File: src/rtl/scroll_bg_renderer_if.sv
// Bundle between the VGA controller / index ROM / palette side (master)
// and the background renderer (slave).
interface scroll_bg_renderer_if #(
    parameter int unsigned ADDR_W = 17,
    parameter int unsigned IDX_W  = 4,
    parameter int unsigned SPD_W  = 8
) ();
    // Beam position and timing from the VGA controller
    logic [9:0]        DrawX;
    logic [9:0]        DrawY;
    logic              blank;
    logic              vs;

    // Scroll control
    logic              scroll_en;
    logic              scroll_dir;
    logic [SPD_W-1:0]  scroll_spd;

    // External index ROM and palette
    logic [ADDR_W-1:0] rom_address;
    logic [IDX_W-1:0]  rom_q;
    logic [IDX_W-1:0]  pal_index;
    logic [3:0]        pal_red;
    logic [3:0]        pal_green;
    logic [3:0]        pal_blue;

    // Colour to the DAC mux, plus scroll status
    logic [3:0]        red;
    logic [3:0]        green;
    logic [3:0]        blue;
    logic [ADDR_W-1:0] y_offset;
    logic              frame_tick;

    modport master (
        output DrawX, DrawY, blank, vs,
        output scroll_en, scroll_dir, scroll_spd,
        input  rom_address,
        output rom_q,
        input  pal_index,
        output pal_red, pal_green, pal_blue,
        input  red, green, blue, y_offset, frame_tick
    );

    modport slave (
        input  DrawX, DrawY, blank, vs,
        input  scroll_en, scroll_dir, scroll_spd,
        output rom_address,
        input  rom_q,
        output pal_index,
        input  pal_red, pal_green, pal_blue,
        output red, green, blue, y_offset, frame_tick
    );
endinterface

File: src/rtl/scroll_bg_renderer.sv
// Full-screen background renderer: maps the beam to a vertically scrolled image
// address, drives the external index ROM and palette, and registers the colour.
module scroll_bg_renderer #(
    parameter int unsigned IMG_W    = 320,
    parameter int unsigned IMG_H    = 240,
    parameter int unsigned SCALE_SH = 1,
    parameter int unsigned ADDR_W   = 17,
    parameter int unsigned IDX_W    = 4,
    parameter int unsigned SPD_W    = 8
) (
    input logic            vga_clk,
    input logic            reset_n,
    scroll_bg_renderer_if.slave io_vga
);
    localparam int unsigned OW = ADDR_W + 1;
    localparam logic signed [OW-1:0] IMG_H_S = OW'(IMG_H);

    // Pipeline and scroll state
    logic [ADDR_W-1:0] r_rom_address;
    logic              r_v1;
    logic [IDX_W-1:0]  r_pal_index;
    logic              r_v2;
    logic [3:0]        r_red;
    logic [3:0]        r_green;
    logic [3:0]        r_blue;
    logic [ADDR_W-1:0] r_y_offset;
    logic              r_frame_tick;
    logic              r_vs_d;

    // Stage-0 coordinate map
    logic [9:0]        w_col;
    logic [9:0]        w_srow;
    logic              w_inside;
    logic [31:0]       w_row_sum;
    logic [31:0]       w_row;
    logic [ADDR_W-1:0] w_addr;

    // Frame-boundary offset update
    logic                 w_fe;
    logic signed [OW-1:0] w_off_s;
    logic signed [OW-1:0] w_spd_s;
    logic signed [OW-1:0] w_step;
    logic signed [OW-1:0] w_next;

    always_comb begin
        w_col     = io_vga.DrawX >> SCALE_SH;
        w_srow    = io_vga.DrawY >> SCALE_SH;
        w_inside  = (32'(w_col) < IMG_W) && (32'(w_srow) < IMG_H);
        // Both terms are below IMG_H for in-image rows, so one subtraction wraps.
        w_row_sum = 32'(w_srow) + 32'(r_y_offset);
        w_row     = (w_row_sum >= IMG_H) ? (w_row_sum - IMG_H) : w_row_sum;
        w_addr    = ADDR_W'(w_row * IMG_W + 32'(w_col));
    end

    always_comb begin
        w_fe    = r_vs_d & ~io_vga.vs;
        w_off_s = $signed({1'b0, r_y_offset});
        w_spd_s = $signed(OW'(io_vga.scroll_spd));
        w_step  = w_off_s;
        w_next  = w_off_s;
        if (io_vga.scroll_dir) begin
            w_step = w_off_s + w_spd_s;
            w_next = (w_step >= IMG_H_S) ? (w_step - IMG_H_S) : w_step;
        end else begin
            w_step = w_off_s - w_spd_s;
            w_next = w_step[OW-1] ? (w_step + IMG_H_S) : w_step;
        end
    end

    always_ff @(posedge vga_clk) begin
        if (!reset_n) begin
            r_rom_address <= '0;
            r_v1          <= 1'b0;
            r_pal_index   <= '0;
            r_v2          <= 1'b0;
            r_red         <= 4'd0;
            r_green       <= 4'd0;
            r_blue        <= 4'd0;
            r_y_offset    <= '0;
            r_frame_tick  <= 1'b0;
            r_vs_d        <= 1'b1;
        end else begin
            r_rom_address <= w_addr;
            r_v1          <= io_vga.blank & w_inside;
            r_pal_index   <= io_vga.rom_q;
            r_v2          <= r_v1;
            if (r_v2) begin
                r_red   <= io_vga.pal_red;
                r_green <= io_vga.pal_green;
                r_blue  <= io_vga.pal_blue;
            end else begin
                r_red   <= 4'd0;
                r_green <= 4'd0;
                r_blue  <= 4'd0;
            end
            r_vs_d       <= io_vga.vs;
            r_frame_tick <= w_fe;
            // Offset only moves on the vs falling edge, so a frame never tears.
            if (w_fe && io_vga.scroll_en) begin
                r_y_offset <= ADDR_W'(w_next);
            end
        end
    end

    assign io_vga.rom_address = r_rom_address;
    assign io_vga.pal_index   = r_pal_index;
    assign io_vga.red         = r_red;
    assign io_vga.green       = r_green;
    assign io_vga.blue        = r_blue;
    assign io_vga.y_offset    = r_y_offset;
    assign io_vga.frame_tick  = r_frame_tick;
endmodule

File: src/flat_wrapper.sv
// flat-port wrapper written by rule: the top's interface ports become plain ports
module scroll_bg_renderer_flat 
#(
    parameter int unsigned IMG_W    = 320,
    parameter int unsigned IMG_H    = 240,
    parameter int unsigned SCALE_SH = 1,
    parameter int unsigned ADDR_W   = 17,
    parameter int unsigned IDX_W    = 4,
    parameter int unsigned SPD_W    = 8
)
  (vga_clk, reset_n, io_vga_DrawX, io_vga_DrawY, io_vga_blank, io_vga_vs, io_vga_scroll_en, io_vga_scroll_dir, io_vga_scroll_spd, io_vga_rom_address, io_vga_rom_q, io_vga_pal_index, io_vga_pal_red, io_vga_pal_green, io_vga_pal_blue, io_vga_red, io_vga_green, io_vga_blue, io_vga_y_offset, io_vga_frame_tick);
  scroll_bg_renderer_if #(.ADDR_W(ADDR_W), .IDX_W(IDX_W), .SPD_W(SPD_W)) io_vga_i ();
  input logic vga_clk;
  input logic reset_n;
  input wire logic [$bits(io_vga_i.DrawX)-1:0] io_vga_DrawX;
  input wire logic [$bits(io_vga_i.DrawY)-1:0] io_vga_DrawY;
  input wire logic [$bits(io_vga_i.blank)-1:0] io_vga_blank;
  input wire logic [$bits(io_vga_i.vs)-1:0] io_vga_vs;
  input wire logic [$bits(io_vga_i.scroll_en)-1:0] io_vga_scroll_en;
  input wire logic [$bits(io_vga_i.scroll_dir)-1:0] io_vga_scroll_dir;
  input wire logic [$bits(io_vga_i.scroll_spd)-1:0] io_vga_scroll_spd;
  output wire logic [$bits(io_vga_i.rom_address)-1:0] io_vga_rom_address;
  input wire logic [$bits(io_vga_i.rom_q)-1:0] io_vga_rom_q;
  output wire logic [$bits(io_vga_i.pal_index)-1:0] io_vga_pal_index;
  input wire logic [$bits(io_vga_i.pal_red)-1:0] io_vga_pal_red;
  input wire logic [$bits(io_vga_i.pal_green)-1:0] io_vga_pal_green;
  input wire logic [$bits(io_vga_i.pal_blue)-1:0] io_vga_pal_blue;
  output wire logic [$bits(io_vga_i.red)-1:0] io_vga_red;
  output wire logic [$bits(io_vga_i.green)-1:0] io_vga_green;
  output wire logic [$bits(io_vga_i.blue)-1:0] io_vga_blue;
  output wire logic [$bits(io_vga_i.y_offset)-1:0] io_vga_y_offset;
  output wire logic [$bits(io_vga_i.frame_tick)-1:0] io_vga_frame_tick;
  assign io_vga_i.DrawX = io_vga_DrawX;
  assign io_vga_i.DrawY = io_vga_DrawY;
  assign io_vga_i.blank = io_vga_blank;
  assign io_vga_i.vs = io_vga_vs;
  assign io_vga_i.scroll_en = io_vga_scroll_en;
  assign io_vga_i.scroll_dir = io_vga_scroll_dir;
  assign io_vga_i.scroll_spd = io_vga_scroll_spd;
  assign io_vga_rom_address = io_vga_i.rom_address;
  assign io_vga_i.rom_q = io_vga_rom_q;
  assign io_vga_pal_index = io_vga_i.pal_index;
  assign io_vga_i.pal_red = io_vga_pal_red;
  assign io_vga_i.pal_green = io_vga_pal_green;
  assign io_vga_i.pal_blue = io_vga_pal_blue;
  assign io_vga_red = io_vga_i.red;
  assign io_vga_green = io_vga_i.green;
  assign io_vga_blue = io_vga_i.blue;
  assign io_vga_y_offset = io_vga_i.y_offset;
  assign io_vga_frame_tick = io_vga_i.frame_tick;
  scroll_bg_renderer #(.IMG_W(IMG_W), .IMG_H(IMG_H), .SCALE_SH(SCALE_SH), .ADDR_W(ADDR_W), .IDX_W(IDX_W), .SPD_W(SPD_W)) u_core (.vga_clk(vga_clk), .reset_n(reset_n), .io_vga(io_vga_i));
endmodule
File: config.mk
export PLATFORM = sky130hd
export DESIGN_NAME = scroll_bg_renderer_flat
export DESIGN_NICKNAME = d
export VERILOG_FILES = /design/src/rtl/scroll_bg_renderer_if.sv /design/src/rtl/scroll_bg_renderer.sv /design/src/flat_wrapper.sv
export SDC_FILE = /design/constraint.sdc
export NUM_CORES = 1
export LEC_CHECK = 0
export ABC_AREA = 1
export CAP_MARGIN = 20
export CORE_ASPECT_RATIO = 2
export CORE_MARGIN = 3
export CORE_UTILIZATION = 35
export DETAILED_ROUTE_END_ITERATION = 8
export PLACE_DENSITY = 0.62
export RECOVER_POWER = 100
export SLEW_MARGIN = 10
export SYNTH_ARGS = -nofsm -noshare
export SYNTH_HDL_FRONTEND = slang
export SYNTH_SLANG_ARGS = --single-unit
File: constraint.sdc
create_clock -name vga_clk -period 6 [get_ports vga_clk]
set_input_delay 1.2 -clock vga_clk [delete_from_list [all_inputs] [get_ports vga_clk]]
set_output_delay 1.2 -clock vga_clk [all_outputs]
set_load 0.01 [all_outputs]
==> results of run 1 <==
[placed cells by master (no fill, tap or decap), drive strengths merged, types with 17 or more instances in the layout]
| cell type | synthesis | final |
|---|---|---|
| nand3 | 90 | 90 |
| clkdlybuf4s50 | 0 | 44 |
| inv | 142 | 143 |
| a21oi | 44 | 44 |
| xor2 | 21 | 21 |
| nor2 | 85 | 85 |
| o21ai | 35 | 35 |
| nand2 | 262 | 262 |
| dlygate4sd3 | 0 | 54 |
| ha | 46 | 46 |
| dfxtp | 54 | 54 |
| nand4 | 17 | 17 |
[flip-flops by register name, summed over array words and instances (netlist names)]
| name | cells |
|---|---|
| u_core.io_vga.y_offset | 17 |
| u_core.io_vga.red | 4 |
| u_core.r_v2 | 1 |
| u_core.io_vga.frame_tick | 1 |
| u_core.r_vs_d | 1 |
| u_core.io_vga.rom_address | 17 |
| u_core.io_vga.green | 4 |
| u_core.io_vga.pal_index | 4 |
| u_core.io_vga.blue | 4 |
| u_core.r_v1 | 1 |
[stage by stage]
stage,hold WS (ns),cells,instance area (um^2),power (mW)
6_report,0.413,1154,6630,1.74
5_1_grt,0.441,1154,6630,1.90
4_1_cts,0.418,1154,6650,1.78
3_5_place_dp,0.404,1146,6490,1.45
3_3_place_gp,0.397,1146,6490,1.44
2_1_floorplan,0.390,863,5330,1.12
[worst max-delay path, delay by kind of cell]
family          cells  cell delay, ns
compound gates      1            0.11
xor+xnor            2            0.47
fa+ha+maj           4            1.24
simple gates       19            1.80
buf+inv             6            0.93
[power by group through the flow]
stage               clock (mW)  sequential, mW  combinational [mW]
detailed placement           0           0.437                1.02
global placement             0           0.436                1.01
floorplan                    0           0.445               0.674
CTS                      0.327           0.429                1.02
finish                   0.313           0.426                1.00
global route             0.336           0.431                1.14
[path summary, 6_finish.rpt]
| check | end | slack (ns) | cells past startpoint |
|---|---|---|---|
| setup / recovery | u_core.io_vga.rom_address[16] | 0.49 | 32 |
| hold / removal | u_core.r_v2 | 0.41 | 2 |
| setup reg to reg | u_core.io_vga.rom_address[16] | 1.41 | 31 |
| hold reg to reg | u_core.r_v2 | 0.41 | 2 |
[kinds of logic after synthesis]
kind of cell,after synthesis,share of synthesized area [%]
and+or+nand+nor,472,39.8
DFF,54,20.3
buffers and inverters,163,12.7
AOI/OAI and AO/OA,94,9.82
adders and majority gates,51,12.7
xor gates and xnor gates,29,4.77
[layout make-up]
type                    count  area (um^2)
clock buffers               5          125
clock inverters             3         28.8
fillers                  1592         8270
inverters                 143          542
multi-input cells         646         3560
flip-flops and latches     54         1080
well taps                 195          244
repair buffers            108         1050
[routing by layer]
layer | vias to the layer above | track usage, % | share of wire [%]
met2 | 166 | 40.4 | 56
met1 | 2536 | 17.7 | 33
met3 | 70 | 1.92 | 3.2
met4 | 0 | 16.0 | 8.2
met5 | - | 0 | 0
li1 | 2917 | - | -
==> flow_summary.json, run 1 <==
{
  "synth_most_common_cell": "nand2_1",
  "synthArstFlopShare_pct": 0,
  "power.density_nw_per_um2": 263,
  "timing.final.crit_period_ns": 5.51,
  "vias": 5689,
  "root_buffer": "clkbuf_16",
  "cts.reportedPaths.clkPinSlew_ns": 0.07,
  "comb_power_share_pct": 57.6,
  "timing.final.ws_setup_ns": 0.487,
  "cts_resized": 0,
  "grt_max_degree": 41,
  "wl_per_cell_um": 14.8,
  "grt_overflow": 0,
  "path_class": "input pin to register",
  "yosys.area.top_type": "dfxtp_1",
  "dp.final_hpwl_um": 14400,
  "fp.dieArea_um2": 16800,
  "coreArea_um2": 14900,
  "area_growth_pct": 24.5,
  "r2r_start": "u_core.io_vga.y_offset[0]",
  "synth.yosys.seq_area_share_pct": 20.3,
  "synth.avg_cell_area_um2": 6.17,
  "clock.fmax_mhz": 181,
  "finalCritPeriodShare_pct": 91.9,
  "cp_slowest_cell": "clkdlybuf4s50_1",
  "synth_commonest_cells": "nand2_1, inv_1, nand3_1",
  "p_int_mw": 0.975,
  "vdd_drop_max_uv": 143,
  "io_buffers": 98,
  "crit_path_end_kind": "register",
  "fin_util_pct": 44.5,
  "max_slew_margin_pct": 51.1,
  "cpMostUsedCell": "nand2_1",
  "fin_nets": 1059,
  "synth-edff-count": 0,
  "drt_drc_violations_left": 0,
  "clock_skew_ns": 0.0123,
  "initial_core_util_pct": 35.7,
  "syn-num-nets": 964,
  "hold_path.class": "register to register",
  "clk_latency_ns": 0.31,
  "synthCells": 863,
  "yosysWarnings": 0,
  "synth.ff_latch_count": 54,
  "grt_pass1_vias": 5595,
  "io_pins": 101,
  "clockBufferDepth": 2,
  "synth.top_cell.area_share_pct": 20.3,
  "cp_max_fo": 6,
  "post-place-ws_ns": 0.116,
  "drt_iter0_drc": 200,
  "post_cts_buffers": 0,
  "rsz0062_at_grt": "no",
  "cpPeakStageDelay_ns": 0.46,
  "cap_violations": 0,
  "hold_start": "u_core.r_v1",
  "hold_viol": 0,
  "gp_congestion": 0.983,
  "max_slew.worst_pin.slew_ns": 0.733,
  "dr.pass1.iters": 5,
  "die_y_um": 180,
  "vias_per_cell": 4.93,
  "finalWirelength_um": 17100,
  "setup-violations-final": 0,
  "crit_start": "io_vga_DrawY[1]",
  "start_kind": "input pin",
  "antennaDiodeCount": 0,
  "cts_tree": "built",
  "synth_cell_types": 43,
  "synth_area_leaders": "dfxtp_1, nand2_1, ha_1",
  "switching_share_pct": 44.0,
  "setup_tns_ns": 0,
  "ant_nets": 0,
  "crit_required_ns": 6.24,
  "htreeDepth": 2,
  "synth.cell_area_um2": 5330,
  "grt_usage_pct": 20.5,
  "grt_antenna_before_repair": 0,
  "switching_power_mw": 0.767,
  "std_cell_rows": 63,
  "grt_pass1_wl_um": 26800,
  "layout-drive-gt1-share_pct": 7.09,
  "run_status": "complete, no violations",
  "finalMaxSlewViolations": 0,
  "cts.sinks": 54,
  "power.share.clock_pct": 18.0,
  "arrival_ns": 5.75,
  "p_leak_nw": 3.62,
  "synth_flop_cell": "dfxtp_1",
  "die_w_um": 93.2,
  "pwr-share-seq_pct": 24.5,
  "cts_buffers": 5,
  "cts_hold_buffers": 0
}
No activity file was read; power rests on OpenSTA's default activity.
==> inputs of run 2 (changes only) <==
--- a/config.mk
+++ b/config.mk
@@ -9,11 +9,12 @@
 export CAP_MARGIN = 20
 export CORE_ASPECT_RATIO = 2
 export CORE_MARGIN = 3
-export CORE_UTILIZATION = 35
+export CORE_UTILIZATION = 45
 export DETAILED_ROUTE_END_ITERATION = 8
-export PLACE_DENSITY = 0.62
+export PLACE_DENSITY = 0.76
 export RECOVER_POWER = 100
 export SLEW_MARGIN = 10
 export SYNTH_ARGS = -nofsm -noshare
 export SYNTH_HDL_FRONTEND = slang
 export SYNTH_SLANG_ARGS = --single-unit
+export TNS_END_PERCENT = 100
==> flow_summary.json, run 2 (same netlist as run 1, synthesis figures left out) <==
{
  "run_status": "complete, no violations",
  "io_buffers": 98,
  "ff2ff_setup_slack_ns": 1.33,
  "cts_buffers": 5,
  "r2r_cells": 30,
  "multi_input_area_um2": 3560,
  "pwr-share-seq_pct": 24.8,
  "cts_tree": "built",
  "power_mw": 1.71,
  "layout-drive-gt1-share_pct": 6.81,
  "clk_latency_ns": 0.31,
  "hold_depth": 2,
  "io_pins": 101,
  "vias": 5790,
  "switching_power_mw": 0.770,
  "fp.dieArea_um2": 13300,
  "drt_iter0_drc": 193,
  "r2r_start": "u_core.io_vga.y_offset[0]",
  "finalMaxSlewViolations": 0,
  "power.density_nw_per_um2": 262,
  "path_buf_inv": 4,
  "max_slew.worst_pin.slew_ns": 0.800,
  "cpMostUsedCell": "nand2_1",
  "timing.final.crit_period_ns": 5.58,
  "dr.pass1.iters": 5,
  "setup-violations-final": 0,
  "die_w_um": 82.9,
  "clock_skew_ns": 0.0193,
  "mostFrequentLayoutCells": "nand2_1, inv_1, nand3_1, nor2_1",
  "p_leak_nw": 3.60,
  "vdd_drop_max_uv": 204,
  "ant_nets": 0,
  "max_slew_margin_pct": 46.5,
  "seq_area_um2": 1080,
  "grt_pass1_vias": 5807,
  "cp_slowest_cell": "clkdlybuf4s50_1",
  "path_class": "input pin to register",
  "hold_end": "u_core.r_v2",
  "rsz0062_at_grt": "no",
  "crit_path_end_kind": "register",
  "switching_share_pct": 45.0,
  "clockBufferDepth": 2,
  "cp_max_fo": 5,
  "cpPeakStageDelay_ns": 0.46,
  "final_common_cell": "nand2_1",
  "gp_congestion": 0.946,
  "antennaDiodeCount": 0,
  "hold_path.class": "register to register",
  "comb_power_share_pct": 56.8,
  "timing.rr.end": "u_core.io_vga.rom_address[16]",
  "clock.fmax_mhz": 179,
  "crit_family": "simple AND/OR/NAND/NOR gates",
  "grt_antenna_before_repair": 0,
  "htreeDepth": 2,
  "hold_start": "u_core.r_v1",
  "initial_core_util_pct": 46.6,
  "grt_overflow": 0,
  "cts.sinks": 54,
  "grt_usage_pct": 24.8,
  "wl_per_cell_um": 15.1,
  "vias_per_cell": 5.28,
  "start_kind": "input pin",
  "crit_required_ns": 6.19,
  "fillers": 1182,
  "cap_violations": 0,
  "p_int_mw": 0.943,
  "dp.final_hpwl_um": 13600,
  "drt_drc_violations_left": 0,
  "cts.reportedPaths.clkPinSlew_ns": 0.08,
  "grt_max_degree": 41,
  "setup_tns_ns": 0,
  "power.share.clock_pct": 18.3,
  "fin_nets": 1055,
  "die_y_um": 160,
  "arrival_ns": 5.77,
  "std_cell_rows": 55,
  "finalCritPeriodShare_pct": 93.1,
  "finalWirelength_um": 16500,
  "root_buffer": "clkbuf_16",
  "hold_viol": 0,
  "coreArea_um2": 11400,
  "area_growth_pct": 22.7,
  "grt_pass1_wl_um": 26800,
  "post_cts_buffers": 0
}
[run 2: changes by cell type in the layout (fill, tap and decap cells not counted), sizes merged]
cell,before,now
clkbuf,8,7
clkinv,3,2
inv,143,144
buf,7,4
[run 2: per-stage QoR]
stage          hold WS, ns  area [um^2]  setup WS, ns  cells  utilization [%]
5_1_grt              0.428         6540        0.0376   1097             57.2
3_5_place_dp         0.406         6400         0.130   1089             56.0
2_1_floorplan        0.390         5330          1.06    863                -
4_1_cts              0.410         6550         0.423   1097             57.3
3_3_place_gp         0.396         6400         0.178   1089             56.0
6_report             0.408         6540         0.416   1097             57.2
[run 2: power groups by stage]
stage / combinational [mW] / sequential (mW) / clock (mW)
after floorplan: 0.674 / 0.445 / 0
after global placement: 0.964 / 0.435 / 0
after detailed placement: 0.982 / 0.436 / 0
after CTS: 0.989 / 0.427 / 0.320
after global routing: 1.10 / 0.432 / 0.335
final: 0.974 / 0.426 / 0.314
[run 2: tightest hold or removal path: stages, from the launching register on]
cell     delay (ns)
dfxtp_1        0.31
nand2_1        0.05
inv_1          0.04
[run 2: metal layers]
layer | global-route usage (%) | wire length [um]
met5 | 0 | 0
met4 | 19.6 | 1420
met3 | 1.96 | 566
met2 | 49.6 | 9140
met1 | 21.7 | 5400
[run 2: timing repair]
item	4_1_cts	5_1_grt
hold buffers	0	0
setup endpoints to repair	0	1
gates resized for setup	0	2
[run 2: how the worst max path moves through the flow]
stage | start | to | cells after the start
2_1_floorplan | io_vga_DrawY[1] | u_core.io_vga.rom_address[16] | 25
3_3_place_gp | io_vga_DrawY[1] | u_core.io_vga.rom_address[16] | 29
3_5_place_dp | io_vga_DrawY[1] | u_core.io_vga.rom_address[16] | 32
4_1_cts | io_vga_DrawY[1] | u_core.io_vga.rom_address[16] | 29
5_1_grt | io_vga_DrawY[1] | u_core.io_vga.rom_address[16] | 33
6_report | io_vga_DrawY[1] | u_core.io_vga.rom_address[16] | 31
[run 2: final cells by class]
class | instances | share of cell area (%)
Tap cell | 142 | 2.72
Multi-Input combinational cell | 646 | 54.5
Clock inverter | 3 | 0.402
Timing Repair Buffer | 104 | 15.6
Sequential cell | 54 | 16.5
Clock buffer | 5 | 1.91
Inverter | 143 | 8.29
==> inputs of run 3 (changes only) <==
--- a/config.mk
+++ b/config.mk
@@ -11,7 +11,7 @@
 export CORE_MARGIN = 3
 export CORE_UTILIZATION = 45
 export DETAILED_ROUTE_END_ITERATION = 8
-export PLACE_DENSITY = 0.76
+export PLACE_DENSITY = 0.68
 export RECOVER_POWER = 100
 export SLEW_MARGIN = 10
 export SYNTH_ARGS = -nofsm -noshare
==> flow_summary.json, run 3 (same netlist as run 1, synthesis figures left out) <==
{
  "fin_nets": 1057,
  "antennaDiodeCount": 0,
  "ant_nets": 0,
  "placed_area_um2": 6410,
  "die_y_um": 160,
  "cp_slowest_cell": "clkdlybuf4s50_1",
  "arrival_ns": 5.73,
  "r2r_cells": 30,
  "cap_violations": 0,
  "fp.dieArea_um2": 13300,
  "vias_per_cell": 5.24,
  "grt_pass1_wl_um": 26900,
  "clk_latency_ns": 0.30,
  "wl_per_cell_um": 15.1,
  "multi_input_area_um2": 3550,
  "cts_hold_buffers": 0,
  "cts.reportedPaths.clkPinSlew_ns": 0.08,
  "grt_antenna_before_repair": 0,
  "htreeDepth": 2,
  "coreArea_um2": 11400,
  "post_cts_buffers": 0,
  "clock.fmax_mhz": 181,
  "p_leak_nw": 3.61,
  "clock_skew_ns": 0.00691,
  "finalMaxSlewViolations": 0,
  "dr.pass1.iters": 6,
  "grt_pass1_vias": 5729,
  "fillers": 1215,
  "die_w_um": 82.9,
  "max_slew.worst_pin.slew_ns": 0.852,
  "crit_required_ns": 6.21,
  "io_pins": 101,
  "power.density_nw_per_um2": 266,
  "hold_end": "u_core.r_v2",
  "hold_start": "u_core.r_v1",
  "io_buffers": 98,
  "cpMostUsedCell": "nand2_1",
  "root_buffer": "clkbuf_16",
  "crit_family": "simple AND/OR/NAND/NOR gates",
  "drt_drc_violations_left": 0,
  "dp.final_hpwl_um": 13700,
  "hold_path.class": "register to register",
  "grt_usage_pct": 25.3,
  "r2r_start": "u_core.io_vga.y_offset[1]",
  "cts_tree": "built",
  "area_growth_pct": 22.8,
  "setup_tns_ns": 0,
  "timing.rr.end": "u_core.io_vga.rom_address[16]",
  "crit_path_end_kind": "register",
  "initial_core_util_pct": 46.6,
  "start_kind": "input pin",
  "ff2ff_setup_slack_ns": 1.37,
  "vdd_drop_max_uv": 198,
  "setup-violations-final": 0,
  "timing.final.crit_period_ns": 5.52,
  "path_class": "input pin to register",
  "final_common_cell": "nand2_1",
  "grt_overflow": 0,
  "finalWirelength_um": 16600,
  "cts_buffers": 5,
  "cp_max_fo": 6,
  "gp_congestion": 1.02,
  "hold_depth": 2,
  "path_buf_inv": 6,
  "std_cell_rows": 55,
  "cts_resized": 0,
  "vias": 5758,
  "drt_iter0_drc": 257,
  "hold_viol": 0,
  "seq_area_um2": 1080,
  "layout-drive-gt1-share_pct": 6.69,
  "cpPeakStageDelay_ns": 0.46,
  "max_slew_margin_pct": 43.0,
  "grt_max_degree": 40,
  "clockBufferDepth": 2,
  "run_status": "complete, no violations",
  "finalInstanceArea_um2": 6540,
  "rsz0062_at_grt": "no",
  "finalCritPeriodShare_pct": 92.1,
  "mostFrequentLayoutCells": "nand2_1, inv_1, nand3_1, nor2_1",
  "cts.sinks": 54
}
run 3: cell types whose count changed in the layout (fill, tap and decap cells not counted), sizes merged:
cell,change
buf,+1
clkbuf,+1
run 3: worst min-delay path: cells and delay by family (launching register included):
kind / cells / cell delay [ns]
and+or+nand+nor: 1 / 0.04
DFF: 1 / 0.31
buffers and inverters: 1 / 0.04
run 3: worst max-delay path by stage:
stage	from	to	slack [ns]	cells after the start
after CTS	io_vga_DrawY[1]	u_core.io_vga.rom_address[16]	0.45	30
after floorplan	io_vga_DrawY[1]	u_core.io_vga.rom_address[16]	1.06	25
after detailed placement	io_vga_DrawY[1]	u_core.io_vga.rom_address[16]	0.14	30
after global routing	io_vga_DrawY[1]	u_core.io_vga.rom_address[16]	0.01	31
final	io_vga_DrawY[1]	u_core.io_vga.rom_address[16]	0.48	32
after global placement	io_vga_DrawY[1]	u_core.io_vga.rom_address[16]	0.19	30
run 3: through the flow:
step	hold slack [ns]	util [%]	power [mW]	instances	setup WS, ns
final	0.414	57.2	1.74	1099	0.476
after global routing	0.447	57.2	1.89	1099	0.0124
after CTS	0.415	57.5	1.78	1099	0.448
after detailed placement	0.396	56.1	1.45	1091	0.138
after global placement	0.391	56.1	1.44	1091	0.186
after floorplan	0.390	-	1.12	863	1.06
run 3: power by group:
part / leakage, nW / internal [mW] / switching [mW]
clock: 0.0763 / 0.161 / 0.157
combinational: 3.09 / 0.406 / 0.588
sequential: 0.444 / 0.399 / 0.0261
total: 3.61 / 0.966 / 0.771
run 3: cell type report:
cell class,count,area share [%]
flip-flops and latches,54,16.5
well taps,142,2.72
clock buffers,5,1.91
clock inverters,3,0.440
inverters,143,8.29
multi-input cells,646,54.3
repair buffers,106,15.8
run 3: metal layers:
| layer | share of wire [%] | vias to the layer above | routed length, um | track usage, % |
|---|---|---|---|---|
| li1 | - | 2923 | - | - |
| met1 | 33 | 2570 | 5450 | 22.8 |
| met2 | 55 | 188 | 9100 | 49.6 |
| met3 | 3.8 | 77 | 627 | 2.37 |
| met4 | 8.3 | 0 | 1380 | 19.6 |
| met5 | 0 | - | 0 | 0 |
